==> src/rtl/mdl_bfu_sched.sv <==
// ---------------------------------------------------------------------------
// mdl_bfu_sched
//
// Stage/butterfly scheduler for an in-place radix-2 NTT/INTT engine built
// around one pipelined butterfly unit.
//
// Each stage has three phases:
//   - ISSUE: N/2 cycles, one operand pair per cycle.
//   - DRAIN: LAT+1 cycles, so the last write-back of the stage lands before
//     the first read of the next stage.
//   - DONE: a single pulse after the final stage.
// Read addresses travel down a LAT+1 deep delay line, which turns them into
// write-back addresses. The delay line only moves while the butterfly is
// enabled, so it stays aligned with the butterfly pipeline.
//
// Strobe semantics: there is no back-pressure. oRD_EN and oWR_EN are
// single-cycle strobes. Their addresses are valid only in the same cycle and
// are forced to 0 otherwise.
//
// Ports:
//   iSYS_CLK, iSYS_RST          clock, asynchronous active-low reset
//   iSTART                      transform request, sampled in IDLE only
//   iCTL_SEL                    0 = NTT (Cooley-Tukey), 1 = INTT (Gentleman-Sande)
//   iCTL_Q                      modulus select, passed through when latched
//   oBUSY, oDONE                status and completion pulse
//   oRD_EN, oRD_ADDR_A/B        operand read strobe and pair addresses
//   oTW_ADDR                    twiddle ROM index
//   oBFU_EN                     butterfly pipeline enable
//   oCTL_SEL, oCTL_Q            mode and modulus latched at start
//   oWR_EN, oWR_ADDR_A/B        write-back strobe and addresses
// ---------------------------------------------------------------------------
module mdl_bfu_sched #(
    parameter int LOGN = 8,
    parameter int D    = 30,
    parameter int LAT  = 8
) (
    input  logic            iSYS_CLK,
    input  logic            iSYS_RST,
    input  logic            iSTART,
    input  logic            iCTL_SEL,
    input  logic [1:0]      iCTL_Q,
    output logic            oBUSY,
    output logic            oDONE,
    output logic            oRD_EN,
    output logic [LOGN-1:0] oRD_ADDR_A,
    output logic [LOGN-1:0] oRD_ADDR_B,
    output logic [LOGN-1:0] oTW_ADDR,
    output logic            oBFU_EN,
    output logic            oCTL_SEL,
    output logic [1:0]      oCTL_Q,
    output logic            oWR_EN,
    output logic [LOGN-1:0] oWR_ADDR_A,
    output logic [LOGN-1:0] oWR_ADDR_B
);

    localparam int N    = 1 << LOGN;
    localparam int HALF = N / 2;
    localparam int SW   = (LOGN > 1) ? $clog2(LOGN) : 1;
    localparam int DW   = $clog2(LAT + 1);

    // D (coefficient width) is carried for interface compatibility with the
    // butterfly. Scheduling itself does not depend on it.
    generate
        if (LOGN < 2 || LAT < 1 || D < 1) begin : g_bad_params
            $error("mdl_bfu_sched: requires LOGN >= 2, LAT >= 1, D >= 1");
        end
    endgenerate

    typedef enum logic [1:0] {
        S_IDLE  = 2'd0,
        S_ISSUE = 2'd1,
        S_DRAIN = 2'd2,
        S_DONE  = 2'd3
    } state_t;

    state_t          r_state;
    state_t          w_state_nxt;

    logic [SW-1:0]   r_s;          // stage counter
    logic [LOGN-1:0] r_j;          // butterfly counter within the stage
    logic [DW-1:0]   r_d;          // drain cycle counter
    logic            r_ctl_sel;
    logic [1:0]      r_ctl_q;

    logic            w_j_last;
    logic            w_d_last;
    logic            w_s_last;
    logic            w_rd_en;
    logic            w_bfu_en;
    logic            w_busy;
    logic            w_done;

    logic [SW-1:0]   w_ls;         // log2(len) for the current stage
    logic [SW-1:0]   w_tws;        // log2 of the twiddle base for the stage
    logic [LOGN-1:0] w_mask;
    logic [LOGN-1:0] w_g;
    logic [LOGN-1:0] w_a;
    logic [LOGN-1:0] w_b;
    logic [LOGN-1:0] w_tw;

    // Write-back delay line: one entry per read-to-write cycle.
    logic            r_dl_v [0:LAT];
    logic [LOGN-1:0] r_dl_a [0:LAT];
    logic [LOGN-1:0] r_dl_b [0:LAT];

    assign w_j_last = (r_j == LOGN'(HALF - 1));
    assign w_d_last = (r_d == DW'(LAT));
    assign w_s_last = (r_s == SW'(LOGN - 1));

    // ---------------------------------------------------------------------
    // FSM state register
    // ---------------------------------------------------------------------
    always_ff @(posedge iSYS_CLK or negedge iSYS_RST) begin
        if (!iSYS_RST) begin
            r_state <= S_IDLE;
        end else begin
            r_state <= w_state_nxt;
        end
    end

    // ---------------------------------------------------------------------
    // FSM next state and state-decoded strobes
    // ---------------------------------------------------------------------
    always_comb begin
        w_state_nxt = r_state;
        w_rd_en     = 1'b0;
        w_bfu_en    = 1'b0;
        w_busy      = 1'b0;
        w_done      = 1'b0;
        case (r_state)
            S_IDLE: begin
                if (iSTART) begin
                    w_state_nxt = S_ISSUE;
                end
            end
            S_ISSUE: begin
                w_rd_en  = 1'b1;
                w_bfu_en = 1'b1;
                w_busy   = 1'b1;
                if (w_j_last) begin
                    w_state_nxt = S_DRAIN;
                end
            end
            S_DRAIN: begin
                w_bfu_en = 1'b1;
                w_busy   = 1'b1;
                if (w_d_last) begin
                    w_state_nxt = w_s_last ? S_DONE : S_ISSUE;
                end
            end
            S_DONE: begin
                w_busy      = 1'b1;
                w_done      = 1'b1;
                w_state_nxt = S_IDLE;
            end
            default: begin
                w_state_nxt = S_IDLE;
            end
        endcase
    end

    // ---------------------------------------------------------------------
    // Stage / butterfly / drain counters and control latch
    // ---------------------------------------------------------------------
    always_ff @(posedge iSYS_CLK or negedge iSYS_RST) begin
        if (!iSYS_RST) begin
            r_s       <= '0;
            r_j       <= '0;
            r_d       <= '0;
            r_ctl_sel <= 1'b0;
            r_ctl_q   <= '0;
        end else begin
            case (r_state)
                S_IDLE: begin
                    if (iSTART) begin
                        r_s       <= '0;
                        r_j       <= '0;
                        r_d       <= '0;
                        r_ctl_sel <= iCTL_SEL;
                        r_ctl_q   <= iCTL_Q;
                    end
                end
                S_ISSUE: begin
                    r_d <= '0;
                    if (w_j_last) begin
                        r_j <= '0;
                    end else begin
                        r_j <= r_j + LOGN'(1);
                    end
                end
                S_DRAIN: begin
                    if (w_d_last) begin
                        r_d <= '0;
                        if (!w_s_last) begin
                            r_s <= r_s + SW'(1);
                        end
                    end else begin
                        r_d <= r_d + DW'(1);
                    end
                end
                default: begin
                end
            endcase
        end
    end

    // ---------------------------------------------------------------------
    // Butterfly addressing.
    //
    // len is always a power of two:
    //   - NTT:  len = N >> (s+1)
    //   - INTT: len = 1 << s
    // Because of that, g = j/len and o = j%len reduce to a shift and a mask.
    // A = 2*g*len + o is j with the bits at and above log2(len) moved up by
    // one position. B sets the freed bit. The twiddle base is
    // 1 << (LOGN-1-log2(len)) in both modes.
    // ---------------------------------------------------------------------
    always_comb begin
        w_ls   = r_ctl_sel ? r_s : (SW'(LOGN - 1) - r_s);
        w_tws  = r_ctl_sel ? (SW'(LOGN - 1) - r_s) : r_s;
        w_mask = (LOGN'(1) << w_ls) - LOGN'(1);
        w_g    = r_j >> w_ls;
        w_a    = ((r_j & ~w_mask) << 1) | (r_j & w_mask);
        w_b    = w_a | (LOGN'(1) << w_ls);
        w_tw   = (LOGN'(1) << w_tws) + w_g;
    end

    // ---------------------------------------------------------------------
    // Write-back delay line, frozen whenever the butterfly is disabled
    // ---------------------------------------------------------------------
    always_ff @(posedge iSYS_CLK or negedge iSYS_RST) begin
        if (!iSYS_RST) begin
            for (int k = 0; k <= LAT; k++) begin
                r_dl_v[k] <= 1'b0;
                r_dl_a[k] <= '0;
                r_dl_b[k] <= '0;
            end
        end else if (w_bfu_en) begin
            r_dl_v[0] <= w_rd_en;
            r_dl_a[0] <= w_rd_en ? w_a : '0;
            r_dl_b[0] <= w_rd_en ? w_b : '0;
            for (int k = 1; k <= LAT; k++) begin
                r_dl_v[k] <= r_dl_v[k-1];
                r_dl_a[k] <= r_dl_a[k-1];
                r_dl_b[k] <= r_dl_b[k-1];
            end
        end
    end

    // ---------------------------------------------------------------------
    // Outputs: all derive from reset-cleared registers, so they drop to 0
    // as soon as reset asserts.
    // ---------------------------------------------------------------------
    assign oBUSY      = w_busy;
    assign oDONE      = w_done;
    assign oRD_EN     = w_rd_en;
    assign oRD_ADDR_A = w_rd_en ? w_a  : '0;
    assign oRD_ADDR_B = w_rd_en ? w_b  : '0;
    assign oTW_ADDR   = w_rd_en ? w_tw : '0;
    assign oBFU_EN    = w_bfu_en;
    assign oCTL_SEL   = r_ctl_sel;
    assign oCTL_Q     = r_ctl_q;
    assign oWR_EN     = r_dl_v[LAT];
    assign oWR_ADDR_A = r_dl_v[LAT] ? r_dl_a[LAT] : '0;
    assign oWR_ADDR_B = r_dl_v[LAT] ? r_dl_b[LAT] : '0;

endmodule

==> config.mk <==
export PLATFORM = sky130hd
export DESIGN_NAME = mdl_bfu_sched
export DESIGN_NICKNAME = d
export VERILOG_FILES = /design/src/rtl/mdl_bfu_sched.sv
export SDC_FILE = /design/constraint.sdc
export NUM_CORES = 1
export LEC_CHECK = 0
export BUFFER_PORTS_ARGS = -buffer_cell sky130_fd_sc_hd__buf_2
export CAP_MARGIN = 0
export CORE_ASPECT_RATIO = 1.2
export CORE_MARGIN = 5
export CORE_UTILIZATION = 55
export CTS_CLUSTER_DIAMETER = 80
export CTS_CLUSTER_SIZE = 24
export DETAILED_ROUTE_END_ITERATION = 7
export PLACE_DENSITY_LB_ADDON = 0.1
export SYNTH_ARGS = -nofsm -noshare
export SYNTH_HDL_FRONTEND = slang
export SYNTH_SLANG_ARGS = --single-unit
==> constraint.sdc <==
create_clock -name iSYS_CLK -period 3.19 [get_ports iSYS_CLK]
set_input_delay 0.4785 -clock iSYS_CLK [delete_from_list [all_inputs] [get_ports iSYS_CLK]]
set_output_delay 0.4785 -clock iSYS_CLK [all_outputs]
set_load 0.03 [all_outputs]
# Word level (Yosys, flattened, before mapping)
# Cells that the tools add are included.
[totals]
register_bits = 173
inputBits = 6
wordCells = 94
[op_classes]
n_addsub = 6
eq_ne = 10
shifts = 3
muxes = 26
n_bitwise = 5
n_reduce_logical = 11
[op_table]
columns = ["cell", "n"]
rows = [
  ["2-to-1 mux 8 bit", 7],
  ["bitwise OR 8 bit", 2],
  ["one-hot mux 8 bit (2 select lines)", 1],
  ["left shift 1 x 3 -> 8 bit, first input constant", 2],
  ["2-to-1 mux 3 bit", 5],
  ["one-hot mux 4 bit (3 select lines)", 1],
  ["adder 8 x 1 -> 8 bit, second input constant", 1],
  ["adder 8 bit", 1],
  ["bitwise AND 8 bit", 1],
  ["equality test 8 x 7 -> 1 bit, second input constant", 1],
  ["2-to-1 mux 2 bit", 4],
  ["2-to-1 mux 4 bit", 2],
  ["!= test 2 bit, second input constant", 4],
  ["one-hot mux 2 bit (4 select lines)", 1],
  ["right shift 8 x 3 -> 8 bit", 1],
  ["subtractor 8 x 2 -> 8 bit, second input constant", 1],
  ["bitwise AND 7 bit", 1],
  ["inverter 7 bit", 1],
  ["one-hot mux 3 bit (2 select lines)", 1],
  ["AND reduction 2 bit", 3],
  ["adder 4 x 1 -> 4 bit, second input constant", 1],
  ["equality test 2 bit, second input constant", 2],
  ["equality test 4 bit, second input constant", 1],
  ["2-to-1 mux 1 bit", 4],
  ["11 further kinds", 12],
]

# Longest topological paths before layout
# Gate-level depths: netlist (run 1).
[logic_depth]
ltp_word = 9
depth_mapped = 13

# Least setup slack after synthesis (run 1)
# Ideal clock, no wire load.
[synth_timing]
kind = "reg-to-output"
from = "register r_ctl_sel, in the netlist oCTL_SEL"
to = "output port oTW_ADDR[5]"
arrival_time_ns = 3.623
required_time_ns = 2.711
path_slack_ns = -0.912
path_stages_with_launch = 10
path_cell_list = "dfrtp_1 buf_6 buf_6 xnor2_2 mux4_2 mux2_2 ha_1 a21oi_1 o211ai_1 o311ai_0"
[synth_via]
elab_chain_cells = 4
elab_cells_between_ends = 6
cone_classes = "add/sub (1); shift (2); mux (3)"
[synth_lines]
columns = ["item", "line_no", "text"]
rows = [
  ["start, declared", "82", "logic r_ctl_sel;"],
  ["start signal, assigned", "179", "r_ctl_sel <= iCTL_SEL;"],
  ["2-to-1 mux 3 bit, on equally long branches", "219, 220", ""],
  ["right shift 8 x 3 -> 8 bit / left shift 1 x 3 -> 8 bit (equally long branches)", "222, 225", ""],
  ["adder 8 bit (*)", "225", "w_tw = (LOGN'(1) << w_tws) + w_g;"],
  ["2-to-1 mux 8 bit (*)", "259", "assign oTW_ADDR = w_rd_en ? w_tw : '0;"],
  ["end, declared", "47", "output logic [LOGN-1:0] oTW_ADDR,"],
]
# Every way passes the cells marked *; elsewhere a longest branch is shown, timed or not.

# Final worst setup path (run 1)
[layout_timing]
from = "register r_ctl_sel, in the netlist oCTL_SEL"
to = "output port oTW_ADDR[6]"
# Same word-level chain as after synthesis.

==> summary.md, run 1 <==
| Metric | Value |
|---|---|
| Via count | `5343` |
| Syn avg cell area | `12.7 sq um` |
| Leakage | `4.90 nW` |
| Fin crit period | `roughly 3.7 ns` |
| Pwr dens | `1030 nW/um^2` |
| Asr flop ratio synth | `between 90% and 100%` |
| Proportion of layout cells with a drive suffix above 1 | `48.8%` |
| Synth area leaders | `dfrtp_1 (53%), mux2_2 (21%), ha_1 (2.9%)` |
| Combinational share of power | `50.1%` |
| Worst Setup EP | `oTW_ADDR[6]` |
| Post-synth top area share | `52.6%` |
| Critical path startpoint category | `flop` |
| Final hold vios | `0` |
| CP Max Fanout | `5` |
| Netlist Area Pre-Place | `8230 sq um` |
| Syn-to-layout area delta | `22.8%` |
| Initial core utilization | `55.5%` |
| Die Footprint | `~18000 sq um` |
| CTS H-Tree Depth | `4` |
| Outcome | `finished, violations left` |
| DR vias/cell | `~5.5` |
| Worst EP required | `2.71 ns` |
| Max-cap viol count | `0` |
| Critical R2R Capture | `r_dl_a[71]$_DFFE_PN0P_` |
| Slew HR | `53.2%` |
| Area of the core region | `14800 sq um` |
| Critical path arrival | `3.23 ns` |
| CTS Hold Bufs | `0` |
| Switching part of the total | `around 37%` |
| Reg2Reg Depth | `13` |
| Clock transition at path regs | `roughly 0.07 ns` |
| Final WS setup | `-0.517 ns` |
| Post-synthesis sequential area ratio | `52.6%` |
| Worst flop-to-flop path startpoint | `oCTL_SEL$_DFFE_PN0P_` |
| Synth Instances | `648` |
| Crit Path Category | `reg2out` |
| CTS max path bufs | `2` |
| Setup violations, final | `13` |
| Setup TNS | `-3.27 ns` |
| Synth Warn # | `0` |
| Num CTS Buffers | `17` |
| RSZ-0062 raised after global routing | `yes` |
| Hold slack | `0.0233 ns` |
| Seq pwr share | `30.3%` |
| Initial antenna violation count | `0` |
| Routed wire per std cell | `17.2 microns` |
| Synth area leader | `dfrtp_1` |
| DRC | `0` |
| Tightest Hold Check Type | `in2async` |
| HPWL after DPL | `11.7 mm` |
| Clock root buffer | `clkbuf_16` |
| Number of synthesized flops with an enable pin | `0` |
| Top FF cell, synth | `dfrtp_1` |
| Std-Cell Rows | `49` |
| Slowest cell on the critical path | `dfrtp_4` |
| CTS sink cnt | `173` |
| Worst-Skew Late Latency | `0.43 ns` |
| Post-place setup slack | `-0.139 ns` |
| Least-Margin Pin Slew | `around 0.70 ns` |
| Internal power | `6.55 mW` |
| Clock power frac | `between 10% and 20%` |
| Die W | `122 microns` |
| Setup crit end kind | `output pin` |
| FF+latch count, synth | `173` |
| Starting DRT DRC Count | `between 200 and 300` |
| Pre-antenna DRT Iters | `5` |
| First-pass GRT wire length | `around 28 mm` |
| Crit path cell chain | `buf_12 -> xnor2_4 -> buf_4 -> mux2i_4 -> mux2_4 -> o221ai_4 -> ha_4 -> nor2b_2 -> o21a_1 -> o21a_1 -> o211ai_1 -> buf_4` |
| CTS tree | `built` |
| Slew Viols, Final | `0` |
| Failing checks | `negative setup slack` |
| Setup Skew | `0.0106 ns` |
| Synth cell types | `75` |
| Diodes inserted | `0` |
| Reg2reg setup slack | `0.39 ns` |
| Ports | `54` |
| Slowest Stage Delay on Critical Path | `0.50 ns` |
| Final worst path period share | `116%` |
| Routed Antenna Nets | `0` |
| Maximum number of pins on one net before global-route repair | `74` |
| Final net count | `around 780` |
| Final wirelength | `16.6 mm` |
| Worst vdd ir | `0.00113 V` |
| CP startpoint | `oCTL_SEL$_DFFE_PN0P_` |
| Total GRT Usage | `20.1%` |
| Global route overflow | `0` |
| PortBufs | `53` |
| Vias in the first global route | `between 5000 and 6000` |
| Post-Syn Nets | `~670` |
| Final GP Congestion | `0.858` |
| Die Ht | `144 microns` |
| NetSw | `3.91 mW` |
| Fmax | `270 MHz` |
-- layout make-up --
type	count	area [sq um]
Timing Repair Buffer	124	936
Inverter	19	71.3
Sequential cell	173	4340
Fill cell	1129	4720
Multi-Input combinational cell	415	3910
Clock inverter	15	179
Clock buffer	17	425
Tap cell	204	255
-- cells in the final DEF (no fill, tap or decap), types with 8 or more instances in the layout --
| cell type | netlist | final |
|---|---|---|
| dfrtp_1 | 173 | 170 |
| nor2_1 | 15 | 15 |
| nand3_1 | 10 | 9 |
| inv_1 | 18 | 16 |
| nand2b_1 | 8 | 8 |
| buf_4 | 3 | 72 |
| buf_6 | 4 | 12 |
| nor3_1 | 10 | 8 |
| clkbuf_16 | 0 | 17 |
| mux2_2 | 154 | 151 |
| ha_1 | 19 | 14 |
| o21ai_0 | 21 | 18 |
| buf_2 | 13 | 36 |
| and2_1 | 21 | 21 |
| nand2_1 | 29 | 25 |
-- power groups by stage --
stage / Sequential (mW) / Clock, mW / Combinational, mW
after global routing: 3.25 / 2.21 / 5.69
after global placement: 3.21 / 0 / 4.70
after CTS: 3.19 / 2.11 / 5.05
after detailed placement: 3.25 / 0 / 4.79
after floorplan: 3.12 / 0 / 3.67
final: 3.17 / 2.04 / 5.24
-- cells in the mapped netlist (4+ instances only) --
master    number
nand3_1       10
and2_1        21
a22o_1         6
mux2i_1        5
buf_6          4
o21ai_0       21
o21a_1         7
o211ai_1       5
a31oi_1        7
nor2b_1        6
buf_2         13
ha_1          19
inv_1         18
and3_1         5
a21oi_1        8
nor2_1        15
nor3_1        10
mux2_2       154
nand2b_1       8
a21boi_0       5
dfrtp_1      173
nand2_1       29
clkbuf_1      21
-- flip-flops by register name, summed over array words and instances, names as in the netlist --
name	cells
r_dl_v	8
r_j	8
r_dl_b	72
r_s	3
oCTL_SEL	1
r_d	4
oWR_EN	1
r_state	2
r_dl_a	72
oCTL_Q	2
-- worst min path at each step --
stage	endpoint	depth (start not counted)	slack (ns)	startpoint
floorplan	oCTL_Q[0]$_DFFE_PN0P_	0	0.18	iSYS_RST
finish	r_dl_a[65]$_DFFE_PN0P_	1	0.02	iSYS_RST
global placement	r_dl_b[0]$_DFFE_PN0P_	1	0.48	r_dl_b[0]$_DFFE_PN0P_
global route	r_dl_a[13]$_DFFE_PN0P_	1	0.06	iSYS_RST
CTS	r_dl_a[62]$_DFFE_PN0P_	1	0.03	iSYS_RST
detailed placement	r_dl_b[0]$_DFFE_PN0P_	1	0.49	r_dl_b[0]$_DFFE_PN0P_
-- repair_timing --
action,4_1_cts,5_1_grt
endpoints found under the setup margin,17,17
pin swaps,5,14
gates resized for setup,41,32
setup buffers,6,8
-- cells by family after synthesis --
kind of cell    Yosys count  share of synthesized area (%)
mux                     163                           22.7
compound gates          100                           8.86
simple gates            126                           8.48
xor+xnor                  6                          0.821
buf+inv                  60                           3.44
flops                   173                           52.6
fa+ha+maj                20                           3.13
-- routing by layer --
layer | up-vias | share of wire [%] | global-route usage (%)
met1 | 2679 | 41 | 24.9
met3 | 21 | 4.0 | 4.07
li1 | 2533 | - | -
met5 | - | 0 | 0
met2 | 110 | 53 | 34.6
met4 | 0 | 1.7 | 7.91
-- stage by stage --
stage,area [sq um],total power [mW],util (%),instances
floorplan,8310,6.79,-,648
global placement,9090,7.91,61.3,921
detailed placement,9090,8.03,61.3,921
CTS,9890,10.3,66.6,959
global route,10100,11.2,68.2,967
finish,10100,10.5,68.2,967
-- critical path, delay by kind of cell, from the launching register on --
family / cells / cell delay (ns)
compound gates: 4 / 0.76
xor+xnor: 1 / 0.14
mux: 2 / 0.48
fa+ha+maj: 1 / 0.24
simple gates: 1 / 0.16
flops: 1 / 0.50
buf+inv: 3 / 0.52
Power figures use the tool's default switching activity.
==> inputs of run 2 (changes only) <==
--- a/config.mk
+++ b/config.mk
@@ -5,14 +5,14 @@
 export SDC_FILE = /design/constraint.sdc
 export NUM_CORES = 1
 export LEC_CHECK = 0
-export BUFFER_PORTS_ARGS = -buffer_cell sky130_fd_sc_hd__buf_2
 export CAP_MARGIN = 0
 export CORE_ASPECT_RATIO = 1.2
 export CORE_MARGIN = 5
-export CORE_UTILIZATION = 55
+export CORE_UTILIZATION = 50
 export CTS_CLUSTER_DIAMETER = 80
 export CTS_CLUSTER_SIZE = 24
 export DETAILED_ROUTE_END_ITERATION = 7
+export DONT_BUFFER_PORTS = 1
 export PLACE_DENSITY_LB_ADDON = 0.1
 export SYNTH_ARGS = -nofsm -noshare
 export SYNTH_HDL_FRONTEND = slang
==> summary.md, run 2 (synthesized netlist as in run 1, its figures left out) <==
| Metric | Value |
|---|---|
| Proportion of layout cells with a drive suffix above 1 | `46.7% (-2.1 points)` |
| Fin crit period | `3.68 ns (-0.0255 ns)` |
| Area of the core region | `16200 sq um (+9.2%)` |
| Ports | `54 (unchanged)` |
| Tightest Hold Check Type | `in2async` |
| Syn-to-layout area delta | `20.7%` |
| Routed wire per std cell | `17.7 microns (+2.7%)` |
| Leakage | `4.70 nW (-4.2%)` |
| Die Footprint | `19100 sq um (+9.2%)` |
| Placed Cells | `888 (-3.6%)` |
| Starting DRT DRC Count | `303 (+2.4%)` |
| CTS max path bufs | `2 (unchanged)` |
| Largest registers | `r_dl_a x72, r_dl_b x72` |
| Die Ht | `151 microns (+4.5%)` |
| Pwr dens | `1060 nW/um^2 (+2.1%)` |
| Internal power | `6.62 mW (+1.1%)` |
| Crit Path Category | `reg2out` |
| Setup crit end kind | `output pin` |
| CTS sink cnt | `173 (unchanged)` |
| Fmax | `272 MHz (+0.69%)` |
| Final wirelength | `16.5 mm (-1.0%)` |
| Diodes inserted | `0 (unchanged)` |
| Commonest non-fill, non-tap cell in the layout | `dfrtp_1` |
| Outcome | `finished, violations left` |
| Hold slack | `-0.248 ns (-0.272 ns)` |
| Most frequent cells in the layout | `dfrtp_1 (171), mux2_2 (151), buf_4 (60), nand2_1 (24), and2_1 (21)` |
| Global route overflow | `0 (unchanged)` |
| Clock transition at path regs | `0.07 ns (about the same)` |
| Std-Cell Rows | `51 (+4.1%)` |
| Failing checks | `negative hold slack, negative setup slack` |
| RSZ-0062 raised after global routing | `yes` |
| Seq pwr share | `30.8% (+0.5 points)` |
| Critical path arrival | `3.20 ns (-0.03 ns)` |
| DRC | `0 (unchanged)` |
| Worst-Skew Late Latency | `0.42 ns (about the same)` |
| Switching part of the total | `36.9% (-0.47 points)` |
| Least-Margin Pin Slew | `0.827 ns (+0.129 ns)` |
| Post-place setup slack | `-0.140 ns (-0.00108 ns)` |
| First-pass GRT wire length | `27.3 mm (-1.3%)` |
| Final WS setup | `-0.492 ns (+0.0255 ns)` |
| Routed Antenna Nets | `0 (unchanged)` |
| CTS H-Tree Depth | `4 (unchanged)` |
| Num CTS Buffers | `17 (unchanged)` |
| Final GP Congestion | `0.912 (+6.3%)` |
| Cell area after placement | `8940 sq um (-1.6%)` |
| Worst vdd ir | `0.000972 V (-14%)` |
| Total GRT Usage | `18.0% (-2.1 points)` |
| Non-filler cells in the finished layout | `932 (-3.6%)` |
| Slew HR | `44.9% (-8.3 points)` |
| Initial core utilization | `50.8% (-4.7 points)` |
| Setup violations, final | `13 (unchanged)` |
| PortBufs | `0 (-100%)` |
| NetSw | `3.87 mW (-0.95%)` |
| HPWL after DPL | `11.3 mm (-3.1%)` |
| Pwr Total | `10.5 mW (+0.32%)` |
| CTS tree | `built` |
| DR vias/cell | `5.61 (+1.5%)` |
| Slew Viols, Final | `0 (unchanged)` |
| Maximum number of pins on one net before global-route repair | `174 (+140%)` |
| Die W | `127 microns (+4.5%)` |
| Clock root buffer | `clkbuf_16` |
| Final worst path period share | `115% (-0.80 points)` |
| Critical path startpoint category | `flop` |
| Initial antenna violation count | `1 (+1)` |
| Design area | `9930 sq um (-1.8%)` |
| Clock power frac | `19.4% (about the same)` |
| Final core occ | `61.3% (-6.9 points)` |
| Vias in the first global route | `5396 (-1.5%)` |
| Combinational share of power | `49.8% (-0.3 points)` |
| CP Max Fanout | `7 (+2)` |
| Final net count | `733 (-5.5%)` |
| Pre-antenna DRT Iters | `4 (-1)` |
| Final hold vios | `173 (+173)` |
| Setup Skew | `0.0122 ns (+0.00157 ns)` |
| Max-cap viol count | `0 (unchanged)` |
| Setup TNS | `-3.76 ns (-0.487 ns)` |
| Layout fillers | `1332 (+18%)` |
| Via count | `5228 (-2.2%)` |
| Worst EP required | `2.71 ns (about the same)` |
-- run 2: layout make-up --
class / instances / area (sq um) / area share [%]
Clock inverter: 14 / 155 / 1.56
Inverter: 19 / 76.3 / 0.768
Multi-Input combinational cell: 415 / 3930 / 39.6
Clock buffer: 18 / 439 / 4.42
Timing Repair Buffer: 81 / 734 / 7.39
Tap cell: 212 / 265 / 2.67
Sequential cell: 173 / 4330 / 43.6
-- run 2: power by group through the flow --
stage          logic [mW]  clock network, mW  registers [mW]
2_1_floorplan        3.67                  0            3.12
3_3_place_gp         4.66                  0            3.24
3_5_place_dp         4.74                  0            3.28
4_1_cts              5.16               2.10            3.23
5_1_grt              5.63               2.21            3.31
6_report             5.23               2.04            3.23
-- run 2: metal layers --
metal	wire, microns	up-vias	track usage (%)	share of wire, %
li1	-	2439	-	-
met2	8540	93	31.5	52
met3	489	26	3.80	3.0
met4	385	2	6.33	2.3
met5	13	-	0	0.079
met1	7020	2668	22.1	43
-- run 2: timing repair --
item / in CTS / in global routing
resized for setup: 49 / 26
setup endpoints to repair: 16 / 17
pin swaps: 23 / 19
endpoints found under the hold margin: 173 / 173
setup buffers: 11 / 2
-- run 2: worst paths after layout --
path                                       startpoint                     end  slack, ns  depth (start not counted)
worst max register to register   oCTL_SEL$_DFFE_PN0P_  r_dl_a[71]$_DFFE_PN0P_       0.32                         14
worst min register to register  r_dl_a[6]$_DFFE_PN0P_   r_dl_a[6]$_DFFE_PN0P_       0.50                          1
worst max-delay path             oCTL_SEL$_DFFE_PN0P_             oTW_ADDR[7]      -0.49                          9
max in group asynchronous                    iSYS_RST    oCTL_SEL$_DFFE_PN0P_       3.15                          0
min in group iSYS_CLK                       iCTL_Q[0]   oCTL_Q[0]$_DFFE_PN0P_       0.20                          1
worst min-delay path                         iSYS_RST  r_dl_a[29]$_DFFE_PN0P_      -0.25                          0
-- run 2: critical path, cell delays in order, from the launching register on --
cell	delay, ns
dfrtp_4	0.58
xnor2_4	0.19
mux4_2	0.57
mux2_4	0.29
ha_4	0.22
a21oi_4	0.13
o211ai_1	0.17
o22ai_1	0.21
mux2i_2	0.23
buf_4	0.18
==> inputs of run 3 (changes only) <==
--- a/config.mk
+++ b/config.mk
@@ -14,6 +14,8 @@
 export DETAILED_ROUTE_END_ITERATION = 7
 export DONT_BUFFER_PORTS = 1
 export PLACE_DENSITY_LB_ADDON = 0.1
+export REMOVE_ABC_BUFFERS = 1
+export SETUP_SLACK_MARGIN = 0.4
 export SYNTH_ARGS = -nofsm -noshare
 export SYNTH_HDL_FRONTEND = slang
 export SYNTH_SLANG_ARGS = --single-unit
==> summary.md, run 3 (synthesized netlist as in run 1, its figures left out) <==
| Metric | Value |
|---|---|
| PortBufs | `0 (unchanged)` |
| Final GP Congestion | `0.844 (-7.4%)` |
| Max-cap viol count | `0 (unchanged)` |
| Pre-antenna DRT Iters | `4 (unchanged)` |
| Design area | `10000 sq um (+0.65%)` |
| Switching part of the total | `36.7% (-0.20 points)` |
| Setup crit end kind | `output pin` |
| CTS H-Tree Depth | `4 (unchanged)` |
| Global route overflow | `0 (unchanged)` |
| CTS tree | `built` |
| Critical path startpoint category | `flop` |
| Leakage | `4.73 nW (+0.66%)` |
| Clock root buffer | `clkbuf_16` |
| Final worst path period share | `114% (-0.97 points)` |
| CTS max path bufs | `2 (unchanged)` |
| Initial core utilization | `50.8% (unchanged)` |
| Seq pwr share | `30.4% (-0.4 points)` |
| Failing checks | `negative hold slack, negative setup slack` |
| Routed Antenna Nets | `0 (unchanged)` |
| Proportion of layout cells with a drive suffix above 1 | `47.3% (+0.62 points)` |
| Fmax | `274 MHz (+0.85%)` |
| First-pass GRT wire length | `27.4 mm (+0.41%)` |
| Slew HR | `43.0% (-1.9 points)` |
| Ports | `54 (unchanged)` |
| Initial antenna violation count | `0 (-1)` |
| Most Crowded Layer GR | `met2` |
| CP startpoint | `oCTL_SEL$_DFFE_PN0P_` |
| Outcome | `finished, violations left` |
| Final WS setup | `-0.461 ns (+0.0309 ns)` |
| GR Util met1 | `22.3% (+0.16 points)` |
| Slew Viols, Final | `0 (unchanged)` |
| Num CTS Buffers | `17 (unchanged)` |
| Area of the core region | `16200 sq um (unchanged)` |
| Die Footprint | `19100 sq um (unchanged)` |
| Final wirelength | `16.3 mm (-1.0%)` |
| Internal power | `6.67 mW (+0.76%)` |
| Pwr Total | `10.5 mW (+0.44%)` |
| Commonest non-fill, non-tap cell in the layout | `dfrtp_1` |
| HPWL after DPL | `11.1 mm (-2.3%)` |
| Vias in the first global route | `5408 (+0.22%)` |
| Syn-to-layout area delta | `21.5%` |
| Fin crit period | `3.65 ns (-0.0309 ns)` |
| Clock power frac | `19.9% (+0.5 points)` |
| DR vias/cell | `5.58 (-0.51%)` |
| Least-Margin Pin Slew | `0.855 ns (+0.0283 ns)` |
| Cell area after placement | `8840 sq um (-1.2%)` |
| Pwr dens | `1050 nW/um^2 (-0.21%)` |
| Setup Skew | `0.00782 ns (-0.00434 ns)` |
| Global routing usage on met3 | `4.90% (+1.1 points)` |
| Final hold vios | `173 (unchanged)` |
| Critical path arrival | `3.17 ns (-0.03 ns)` |
| Combinational share of power | `49.7% (about the same)` |
| Die Ht | `151 microns (unchanged)` |
| Maximum number of pins on one net before global-route repair | `174 (unchanged)` |
| Worst EP required | `2.71 ns (about the same)` |
| Worst vdd ir | `0.00116 V (+19%)` |
| Worst-Skew Late Latency | `0.42 ns (about the same)` |
| Clock transition at path regs | `0.07 ns (about the same)` |
| Total GRT Usage | `18.2% (+0.17 points)` |
| Final net count | `732 (-0.14%)` |
| Starting DRT DRC Count | `288 (-5.0%)` |
| Global-route track usage on met2 | `30.8% (-0.66 points)` |
| Most frequent cells in the layout | `dfrtp_1 (170), mux2_2 (151), buf_4 (63), nand2_1 (24), and2_1 (20)` |
| Crit Path Category | `reg2out` |
| Worst flop-to-flop path startpoint | `oCTL_SEL$_DFFE_PN0P_` |
| CP Max Fanout | `4 (-3)` |
| Diodes inserted | `0 (unchanged)` |
| Non-filler cells in the finished layout | `931 (-0.11%)` |
| Die W | `127 microns (unchanged)` |
| CTS sink cnt | `173 (unchanged)` |
| NetSw | `3.87 mW (-0.10%)` |
| Placed Cells | `886 (-0.23%)` |
| Tightest Hold Check Type | `in2async` |
| Routed wire per std cell | `17.5 microns (-0.89%)` |
| Setup violations, final | `12 (-1)` |
| Std-Cell Rows | `51 (unchanged)` |
| Hold slack | `-0.253 ns (-0.00458 ns)` |
| Via count | `5196 (-0.61%)` |
| Largest registers | `r_dl_a x72, r_dl_b x72` |
| RSZ-0062 raised after global routing | `yes` |
| Layout fillers | `1317 (-1.1%)` |
| DRC | `0 (unchanged)` |
-- run 3: power groups by stage --
stage / sequential (mW) / combinational [mW] / clock, mW
2_1_floorplan: 3.32 / 2.75 / 0
3_3_place_gp: 3.21 / 4.54 / 0
3_5_place_dp: 3.25 / 4.64 / 0
4_1_cts: 3.23 / 5.01 / 2.17
5_1_grt: 3.29 / 5.66 / 2.27
6_report: 3.21 / 5.24 / 2.10
-- run 3: worst paths after layout --
check	endpoint	slack, ns	cells after the start
hold / removal	r_dl_a[8]$_DFFE_PN0P_	-0.25	0
min in group iSYS_CLK	oCTL_Q[1]$_DFFE_PN0P_	0.20	1
setup / recovery	oTW_ADDR[7]	-0.46	10
hold reg to reg	r_dl_a[42]$_DFFE_PN0P_	0.50	1
max in group asynchronous	r_dl_a[39]$_DFFE_PN0P_	3.22	0
setup reg to reg	r_dl_a[71]$_DFFE_PN0P_	0.51	13
-- run 3: worst max-delay path, stage by stage (launching register included) --
cell,delay [ns]
dfrtp_2,0.43
buf_12,0.16
xnor2_4,0.19
mux4_2,0.54
mux2_4,0.29
ha_4,0.27
a21oi_2,0.05
o211ai_1,0.32
o22ai_2,0.13
mux2i_1,0.18
buf_4,0.19
-- run 3: metrics by stage --
step	utilization [%]	setup TNS, ns	hold WS, ns	worst slack, ns
after floorplan	-	-235.79	0.183	-1.72
after global routing	61.7	-4.75	-0.285	-0.592
final	61.7	-3.01	-0.253	-0.461
after detailed placement	54.5	-0.600	0.188	-0.153
after CTS	60.6	-3.05	-0.278	-0.484
after global placement	54.5	-0.453	0.188	-0.134
-- run 3: cell type report --
cell class	instances	area (sq um)	share of cell area [%]
clock buffer	19	453	4.53
clock inverter	13	155	1.55
inverter	19	76.3	0.763
multi-input combinational	415	4010	40.1
sequential	173	4330	43.3
tap	212	265	2.65
timing repair buffer	80	707	7.07
-- run 3: per-layer routing --
metal / up-vias / share of wire [%]
met4: 0 / 2.2
met2: 90 / 50
li1: 2442 / -
met5: - / 0
met3: 29 / 4.1
met1: 2635 / 43
-- run 3: what timing repair did --
item	CTS	global route
cloned	0	0
gates resized for setup	67	30
buffers inserted	7	6
setup endpoints to repair	23	20
pin swaps	27	19
endpoints found under the hold margin	173	173
